==> src/rtl/tile_draw_engine.sv <==
// Draws one map tile on an 8080-style LCD: window setup (CASET/PASET), RAMWR, then TILE*TILE RGB565 pixels.
// Optional GRID_LINES_EN: the last column and last row of each tile are drawn grey.
module tile_draw_engine #(
  parameter int TILE  = 20,
  parameter int MAP_W = 16,
  parameter int MAP_H = 12
) (
  input  logic       clk,
  input  logic       rst,
  input  logic       en_update,
  input  logic [3:0] x,
  input  logic [3:0] y,
  input  logic [2:0] obj_code,
  output logic       busy,
  output logic       cmd_done,
  output logic [7:0] lcd_d,
  output logic       lcd_dcx,
  output logic       lcd_wrx,
  output logic       lcd_csx,
  output logic [2:0] dbg_state
);

  // Handshake: a request is taken when en_update=1 at a rising edge while the FSM is IDLE;
  // requests arriving while busy are dropped, and cmd_done pulses once per accepted request.

  typedef enum logic [2:0] {
    S_IDLE, S_CASET, S_PASET, S_RAMWR, S_PIXELS, S_DONE
  } state_t;

  localparam int              CW     = (TILE > 1) ? $clog2(TILE) : 1;
  localparam logic [CW-1:0]   LAST   = CW'(TILE - 1);
  localparam logic [15:0]     TILE16 = 16'(TILE);

  state_t        state_q, state_d;
  logic          phase_q, phase_d;
  logic [2:0]    idx_q, idx_d;
  logic [CW-1:0] col_q, col_d;
  logic [CW-1:0] row_q, row_d;
  logic [3:0]    x_q, x_d;
  logic [3:0]    y_q, y_d;
  logic [2:0]    code_q, code_d;

  logic          in_range;
  logic [15:0]   xs, xe, ys, ye, pix;

  function automatic logic [15:0] code_colour(input logic [2:0] c);
    case (c)
      3'd0:    return 16'h0000;
      3'd1:    return 16'h07E0;
      3'd2:    return 16'h03E0;
      3'd3:    return 16'hF800;
      3'd4:    return 16'hFFFF;
      default: return 16'hF81F;
    endcase
  endfunction

  always_ff @(posedge clk or posedge rst) begin
    if (rst) begin
      state_q <= S_IDLE;
      phase_q <= 1'b0;
      idx_q   <= '0;
      col_q   <= '0;
      row_q   <= '0;
      x_q     <= '0;
      y_q     <= '0;
      code_q  <= '0;
    end else begin
      state_q <= state_d;
      phase_q <= phase_d;
      idx_q   <= idx_d;
      col_q   <= col_d;
      row_q   <= row_d;
      x_q     <= x_d;
      y_q     <= y_d;
      code_q  <= code_d;
    end
  end

  assign in_range = (32'(x) < MAP_W) && (32'(y) < MAP_H);

  always_comb begin
    state_d = state_q;
    phase_d = phase_q;
    idx_d   = idx_q;
    col_d   = col_q;
    row_d   = row_q;
    x_d     = x_q;
    y_d     = y_q;
    code_d  = code_q;
    case (state_q)
      S_IDLE: begin
        if (en_update) begin
          x_d     = x;
          y_d     = y;
          code_d  = obj_code;
          phase_d = 1'b0;
          idx_d   = '0;
          col_d   = '0;
          row_d   = '0;
          state_d = in_range ? S_CASET : S_DONE;
        end
      end
      S_CASET, S_PASET: begin
        phase_d = ~phase_q;
        if (phase_q) begin
          if (idx_q == 3'd4) begin
            idx_d   = '0;
            state_d = (state_q == S_CASET) ? S_PASET : S_RAMWR;
          end else begin
            idx_d = idx_q + 3'd1;
          end
        end
      end
      S_RAMWR: begin
        phase_d = ~phase_q;
        if (phase_q) begin
          idx_d   = '0;
          state_d = S_PIXELS;
        end
      end
      S_PIXELS: begin
        phase_d = ~phase_q;
        // idx_q[0] selects the high (0) or low (1) byte of the current pixel.
        if (phase_q) begin
          if (!idx_q[0]) begin
            idx_d = 3'd1;
          end else begin
            idx_d = '0;
            if (col_q == LAST) begin
              col_d = '0;
              if (row_q == LAST) begin
                row_d   = '0;
                state_d = S_DONE;
              end else begin
                row_d = row_q + 1'b1;
              end
            end else begin
              col_d = col_q + 1'b1;
            end
          end
        end
      end
      S_DONE:  state_d = S_IDLE;
      default: state_d = S_IDLE;
    endcase
  end

  always_comb begin
    xs  = {12'd0, x_q} * TILE16;
    xe  = xs + TILE16 - 16'd1;
    ys  = {12'd0, y_q} * TILE16;
    ye  = ys + TILE16 - 16'd1;
    pix = code_colour(code_q);
`ifdef GRID_LINES_EN
    if (col_q == LAST || row_q == LAST) pix = 16'h4208;
`endif
  end

  always_comb begin
    busy      = (state_q == S_CASET) || (state_q == S_PASET) ||
                (state_q == S_RAMWR) || (state_q == S_PIXELS);
    cmd_done  = (state_q == S_DONE);
    lcd_csx   = ~busy;
    lcd_wrx   = ~busy | phase_q;
    lcd_dcx   = 1'b1;
    lcd_d     = 8'h00;
    dbg_state = state_q;
    case (state_q)
      S_CASET: begin
        case (idx_q)
          3'd0:    begin lcd_d = 8'h2A; lcd_dcx = 1'b0; end
          3'd1:    lcd_d = xs[15:8];
          3'd2:    lcd_d = xs[7:0];
          3'd3:    lcd_d = xe[15:8];
          default: lcd_d = xe[7:0];
        endcase
      end
      S_PASET: begin
        case (idx_q)
          3'd0:    begin lcd_d = 8'h2B; lcd_dcx = 1'b0; end
          3'd1:    lcd_d = ys[15:8];
          3'd2:    lcd_d = ys[7:0];
          3'd3:    lcd_d = ye[15:8];
          default: lcd_d = ye[7:0];
        endcase
      end
      S_RAMWR: begin
        lcd_d   = 8'h2C;
        lcd_dcx = 1'b0;
      end
      S_PIXELS: lcd_d = idx_q[0] ? pix[7:0] : pix[15:8];
      default: ;
    endcase
  end

endmodule
==> config.mk <==
export PLATFORM = sky130hd
export DESIGN_NAME = tile_draw_engine
export DESIGN_NICKNAME = d
export VERILOG_FILES = /design/src/rtl/tile_draw_engine.sv
export SDC_FILE = /design/constraint.sdc
export NUM_CORES = 1
export LEC_CHECK = 0
export BUFFER_PORTS_ARGS = -buffer_cell sky130_fd_sc_hd__buf_2
export CAP_MARGIN = 20
export CORE_AREA = 2 2 74 76
export CTS_BUF_LIST = sky130_fd_sc_hd__clkbuf_4 sky130_fd_sc_hd__clkbuf_8 sky130_fd_sc_hd__clkbuf_16
export DETAILED_ROUTE_END_ITERATION = 7
export DIE_AREA = 0 0 76 78
export GPL_TIMING_DRIVEN = 0
export SLEW_MARGIN = 20
export SYNTH_ARGS = -nofsm -noshare
export SYNTH_HDL_FRONTEND = slang
export SYNTH_SLANG_ARGS = --single-unit
==> constraint.sdc <==
create_clock -name clk -period 2.95 [get_ports clk]
set_clock_uncertainty 0.2 [all_clocks]
set_input_delay 0.4425 -clock clk [delete_from_list [all_inputs] [get_ports clk]]
set_output_delay 0.4425 -clock clk [all_outputs]
set_load 0.05 [all_outputs]
==> impl_metrics.json, run 1 <==
{
  "status": "finished, violations left",
  "violations": "setup timing",
  "wl_per_cell_um": 15.07,
  "path_buf_inv": 1,
  "gr-total-overflow": 0,
  "relSlewSlack_pct": 59.89,
  "tightest_slew_ns": 0.6008,
  "synthesis.nets": 282,
  "cts_buffer_depth": 2,
  "synthDistinctLibCells": 55,
  "io_pins": 30,
  "vdd_ir_drop_max_uv": 189.8,
  "post-route-util_pct": 56.72,
  "leakagePower_nw": 1.259,
  "num_vias": 2031,
  "post-place-ws_ns": -0.1981,
  "dr.pass1.iters": 4,
  "crit_top_cell": "ha_4",
  "cpPeakStageDelay_ns": 0.57,
  "async_flop_share_pct": 100.0,
  "diodes": 0,
  "die_area_sq_um": 5928,
  "dp_hpwl_mm": 3.983,
  "place_congestion": 0.9018,
  "synth_compound_area_share_pct": 21.31,
  "synthFlopType": "dfrtp_1",
  "synth_top_family_by_area": "simple AND/OR/NAND/NOR gates",
  "drc_errors": 0,
  "routed_via_density": 5.564,
  "netlist_top_cells_area": "dfrtp_1, ha_1, mux2_2, nand2_1, o21ai_0",
  "synth_top_cell_by_area": "dfrtp_1",
  "cts_tree": "built",
  "rsz0062_at_grt": "true",
  "postSynthAreaPerCell_sq_um": 9.030,
  "cp.arrival_ns": 2.59,
  "synth_seq_area_share_pct": 31.16,
  "wl_mm": 5.499,
  "root_buffer": "clkbuf_8",
  "numCtsBuffers": 3,
  "clock_sinks": 28,
  "fmax_mhz": 309.7,
  "setup_viol": 4,
  "htreeDepth": 1,
  "finalCritPeriodShare_pct": 109.5,
  "synth-xor-area-share_pct": 2.282,
  "cp_slowest_cell": "fa_2",
  "nets": 329,
  "fin_crit_ns": 3.229,
  "clk-insertion-delay-late_ns": 0.29,
  "worst-path-max-fanout": 3,
  "yosysMostFrequentCell": "nand2_1",
  "ant_nets": 0,
  "area_growth_pct": 27.21,
  "yosys_warnings": 0,
  "hold_path_class": "in -> async",
  "initial_utilization_pct": 44.59,
  "die_w_um": 76,
  "syn_inst": 249,
  "grt_pass1_wl_mm": 9.073,
  "fp.dieH_um": 78,
  "p_per_area_nw_per_um2": 249.1,
  "path_clk_slew_ns": 0.11,
  "synthMuxAreaShare_pct": 6.010,
  "hold_viol_final": 0,
  "grt_usage_pct": 18.67,
  "cap_violations": 0,
  "grt_pass1_vias": 1863,
  "io_buffers": 29,
  "met3_length_um": 158,
  "fin_setup_tns_ns": -0.8029,
  "drive_above_1_share_pct": 39.32,
  "path_delay_family": "adder cells",
  "hold_buffers": 0,
  "seq_area_sq_um": 704.4,
  "yosysTopAreaCellShare_pct": 31.16,
  "synth_common_cells": "nand2_1, dfrtp_1, o21ai_0, ha_1, nor2_1",
  "synth_fa_ha_area_share_pct": 11.24,
  "rows": 26,
  "dr_wl_met2_mm": 2.540,
  "top_layer": "met4",
  "grt_max_degree": 29,
  "path_cells": "ha_4, ha_4, fa_2, nand3_2, or2_4, a21oi_2, a21oi_1, o211ai_1, buf_4",
  "critPathKind": "reg -> out",
  "synthSimpleGateAreaFrac_pct": 24.15,
  "crit_path_end_kind": "output pin",
  "wl_met1_mm": 2.760,
  "fillCellCount": 452,
  "syn-cell-area_sq_um": 2248,
  "fin_ws_ns": -0.2792,
  "core_sq_um": 5042,
  "start_kind": "flip-flop",
  "synth-seq-cells": 28,
  "synth_enable_flop_cells": 0,
  "drt_iter0_drc": 98,
  "cp.required_ns": 2.31,
  "multi_input_area_sq_um": 1620,
  "antenna_found_initial": 0,
  "slew_viol_final": 0
}
through the flow:
step	hold WS, ns	total power, mW	cells	cell area [sq um]
after floorplan	0.2445	0.3971	249	2268
after global placement	0.2772	0.4083	348	2501
after detailed placement	0.2708	0.4088	348	2501
after CTS	0.04105	0.7176	361	2751
after global routing	0.07543	0.7362	365	2860
final	0.004977	0.7126	365	2860
placed cells by master, fill, tap and decap left out, types with 4 or more instances in the layout:
| cell type | n |
|---|---|
| o21ai_0 | 18 |
| buf_4 | 19 |
| mux2_2 | 12 |
| nor2_1 | 16 |
| a21o_1 | 5 |
| buf_6 | 8 |
| o31ai_1 | 4 |
| nand2b_1 | 5 |
| inv_1 | 5 |
| dfrtp_1 | 25 |
| buf_2 | 21 |
| inv_2 | 4 |
| ha_2 | 4 |
| a21oi_1 | 13 |
| ha_1 | 10 |
| nand3_1 | 9 |
| nand2_1 | 34 |
| and3_1 | 4 |
repair_timing:
item | in CTS | in global routing
endpoints found under the setup margin | 8 | 8
setup buffers | 8 | 5
cloned | 1 | 0
pin swaps | 13 | 13
resized for setup | 33 | 18
logic make-up after synthesis:
| kind of cell | count (synthesis) |
|---|---|
| AOI/OAI and AO/OA | 69 |
| xor gates and xnor gates | 5 |
| adders and majority gates | 19 |
| buffers and inverters | 16 |
| DFF | 28 |
| muxes | 12 |
| and+or+nand+nor | 100 |
power by group:
group          leakage, nW  total [mW]  switching, mW  internal, mW
registers            0.366       0.384              0         0.384
clock network       0.0357       0.312          0.130         0.182
logic                0.858      0.0168         0.0104       0.00640
total                 1.26       0.713          0.141         0.572
cell type report:
class,instances,share of cell area (%)
timing repair buffer,42,9.711
clock buffer,3,1.444
clock inverter,1,1.050
inverter,9,1.181
multi-input combinational,205,56.65
tap,70,3.062
buffer,7,2.275
sequential,28,24.63
state kept, by name, indices dropped and copies added, names as in the netlist:
register	flops
code_q	3
row_q	5
dbg_state	3
x_q	4
col_q	5
idx_q	3
phase_q	1
y_q	4
final timing paths:
kind	depth (start not counted)	startpoint	slack, ns	end
hold reg to reg	1	col_q[4]$_DFFE_PP0P_	0.28	col_q[4]$_DFFE_PP0P_
setup reg to reg	5	dbg_state[2]$_DFFE_PP0P_	0.85	x_q[3]$_DFFE_PP0P_
setup / recovery	9	y_q[1]$_DFFE_PP0P_	-0.28	lcd_d[7]
hold / removal	2	rst	0.005	phase_q$_DFFE_PP0P_
min in group clk	2	y[0]	0.19	y_q[0]$_DFFE_PP0P_
max in group asynchronous	2	rst	2.10	y_q[1]$_DFFE_PP0P_
metal layers:
layer  vias up  track usage (%)
li1       1001                -
met1       985            28.05
met2        40            29.38
met3         5            1.744
met4         0            3.818
met5         -                0
Power figures use the tool's default switching activity.
==> run 2: changes to the inputs <==
--- a/config.mk
+++ b/config.mk
@@ -5,6 +5,7 @@
 export SDC_FILE = /design/constraint.sdc
 export NUM_CORES = 1
 export LEC_CHECK = 0
+export ABC_AREA = 1
 export BUFFER_PORTS_ARGS = -buffer_cell sky130_fd_sc_hd__buf_2
 export CAP_MARGIN = 20
 export CORE_AREA = 2 2 74 76
==> impl_metrics.json, run 2 <==
{
  "placed_cell_area_sq_um": 2484,
  "finalCritPeriodShare_pct": 103.7,
  "die_area_sq_um": 5928,
  "cp-endpoint": "lcd_d[0]",
  "seq_area_sq_um": 701.9,
  "setup_viol": 4,
  "gr-total-overflow": 0,
  "rsz0062_at_grt": "true",
  "diodes": 0,
  "layout_commonest_cell": "nand2_1",
  "dp_hpwl_mm": 3.981,
  "postSynthAreaPerCell_sq_um": 7.179,
  "violations": "hold timing, setup timing",
  "worst-path-max-fanout": 3,
  "numCtsBuffers": 3,
  "grt_pass1_wl_mm": 8.970,
  "fin_crit_ns": 3.060,
  "cp.required_ns": 2.31,
  "drc_errors": 0,
  "grt_pass1_vias": 2026,
  "whs_ns": -0.004659,
  "multi_input_area_sq_um": 1429,
  "io_pins": 30,
  "cp_slowest_cell": "fa_1",
  "wl_mm": 5.203,
  "ant_nets": 0,
  "synthesis.nets": 342,
  "cts_buffer_depth": 2,
  "path_depth": 11,
  "yosysTopAreaCellShare_pct": 31.58,
  "final_cell_mix": "nand2_1, nand3_1, inv_1, dfrtp_1, nor2_1",
  "cpPeakStageDelay_ns": 0.55,
  "io_buffers": 29,
  "rows": 26,
  "yosysMostFrequentCell": "nand2_1",
  "synth_common_cells": "nand2_1, nand3_1, inv_1, dfrtp_1, nor2_1",
  "reg2reg_depth": 7,
  "synth-seq-cells": 28,
  "worstReg2RegEnd": "code_q[1]$_DFFE_PP0P_",
  "critPathKind": "reg -> out",
  "fin_area_sq_um": 2700,
  "path_cells": "ha_1, ha_2, fa_1, nand2_1, inv_2, nand4_1, nand3_1, nand2_1, nand2_1, nand3_2, buf_8",
  "largestRegisters": "col_q (5), row_q (5)",
  "syn-cell-area_sq_um": 2218,
  "synthFlopType": "dfrtp_1",
  "grt_max_degree": 18,
  "r2r_slack_ns": 1.17,
  "post-route-util_pct": 53.55,
  "tightest_slew_ns": 0.5347,
  "netlist_top_cells_area": "dfrtp_1, nand2_1, ha_1, nand3_1, inv_1",
  "fp.dieH_um": 78,
  "nets": 387,
  "antenna_found_initial": 0,
  "yosys_warnings": 0,
  "die_w_um": 76,
  "drt_iter0_drc": 74,
  "crit_top_cell": "nand2_1",
  "drive_above_1_share_pct": 25.28,
  "synth_top_cell_by_area": "dfrtp_1",
  "path_delay_family": "adder cells",
  "crit_start": "y_q[1]$_DFFE_PP0P_",
  "htreeDepth": 1,
  "synth_seq_area_share_pct": 31.58,
  "area_growth_pct": 21.71,
  "async_flop_share_pct": 100.0,
  "initial_utilization_pct": 44.00,
  "cts_tree": "built",
  "syn_inst": 309,
  "place_congestion": 0.8199,
  "fillCellCount": 488,
  "core_sq_um": 5042,
  "hold_path_class": "in -> async",
  "fin_ws_ns": -0.1099,
  "critical_path.reg2reg.startpoint": "dbg_state[0]$_DFFE_PP0P_",
  "grt_usage_pct": 18.61,
  "crit_path_end_kind": "output pin",
  "start_kind": "flip-flop",
  "relSlewSlack_pct": 63.98,
  "fmax_mhz": 326.8,
  "hold_viol_final": 11,
  "synth_enable_flop_cells": 0,
  "wl_per_cell_um": 12.33,
  "clock_sinks": 28,
  "clk-insertion-delay-late_ns": 0.27,
  "slew_viol_final": 0,
  "synthDistinctLibCells": 29,
  "dr.pass1.iters": 4,
  "status": "finished, violations left",
  "num_vias": 2117,
  "cp.arrival_ns": 2.42,
  "routed_via_density": 5.017,
  "path_buf_inv": 2,
  "root_buffer": "clkbuf_8",
  "cap_violations": 0,
  "path_clk_slew_ns": 0.09
}
[run 2: changes by cell type in the layout (fill, tap and decap cells not counted), sizes merged, moves of 5 or more]
cell    delta
nand2b     -6
buf        -6
a21o       -5
nand2     +61
nor2      +15
inv       +24
a21oi      -7
nand3     +30
o21ai      -5
mux2       -6
[run 2: logic make-up (layout without fill, tap and decap cells)]
| group | Yosys count | count (layout) | share of synthesized area [%] |
|---|---|---|---|
| and+or+nand+nor | 184 | 184 | 37.62 |
| muxes | 6 | 6 | 3.045 |
| buffers and inverters | 36 | 79 | 6.543 |
| adders and majority gates | 19 | 19 | 11.39 |
| xor gates and xnor gates | 7 | 7 | 2.764 |
| AOI/OAI and AO/OA | 29 | 29 | 7.051 |
| DFF | 28 | 28 | 31.58 |
[run 2: per-layer routing]
layer	vias up	part of all wire, %	global-route usage, %	routed length [um]
met5	-	0	0	0
met2	29	51	33.75	2649
met1	982	45	23.31	2353
met3	4	2.6	1.860	137
li1	1102	-	-	-
met4	0	1.2	6.000	63
[run 2: how the worst min path moves through the flow]
stage                          from              endpoint
6_report                        rst  col_q[0]$_DFFE_PP0P_
3_3_place_gp   col_q[1]$_DFFE_PP0P_  col_q[1]$_DFFE_PP0P_
5_1_grt                         rst  col_q[0]$_DFFE_PP0P_
3_5_place_dp                    rst  row_q[4]$_DFFE_PP0P_
2_1_floorplan  col_q[1]$_DFFE_PP0P_  col_q[1]$_DFFE_PP0P_
4_1_cts                         rst  col_q[1]$_DFFE_PP0P_
[run 2: metrics by stage]
step	hold slack (ns)	instances	TNS, ns	setup WS [ns]
final	-0.004659	422	-0.3004	-0.1099
after global routing	0.04825	422	-0.7791	-0.2186
after CTS	0.006708	419	-0.2634	-0.09521
after detailed placement	0.3054	409	0	0.006258
after global placement	0.2934	408	0	0.02002
after floorplan	0.2754	309	0	0.1097
[run 2: what timing repair did]
action | 4_1_cts | 5_1_grt
gates cloned | 0 | 0
resized for setup | 19 | 19
pin swaps | 17 | 15
hold buffers | 0 | 0
setup endpoints to repair | 4 | 8
buffers inserted | 7 | 4
[run 2: layout make-up]
class / instances / area share, %
multi-input combinational: 245 / 52.92
sequential: 28 / 26.00
timing repair buffer: 40 / 10.94
inverter: 33 / 4.588
tap: 70 / 3.244
clock buffer: 3 / 1.529
buffer: 3 / 0.7878
Power of run 2 is not shown: default switching activity piles up to over one toggle a cycle in this logic, so the estimate is an artifact.
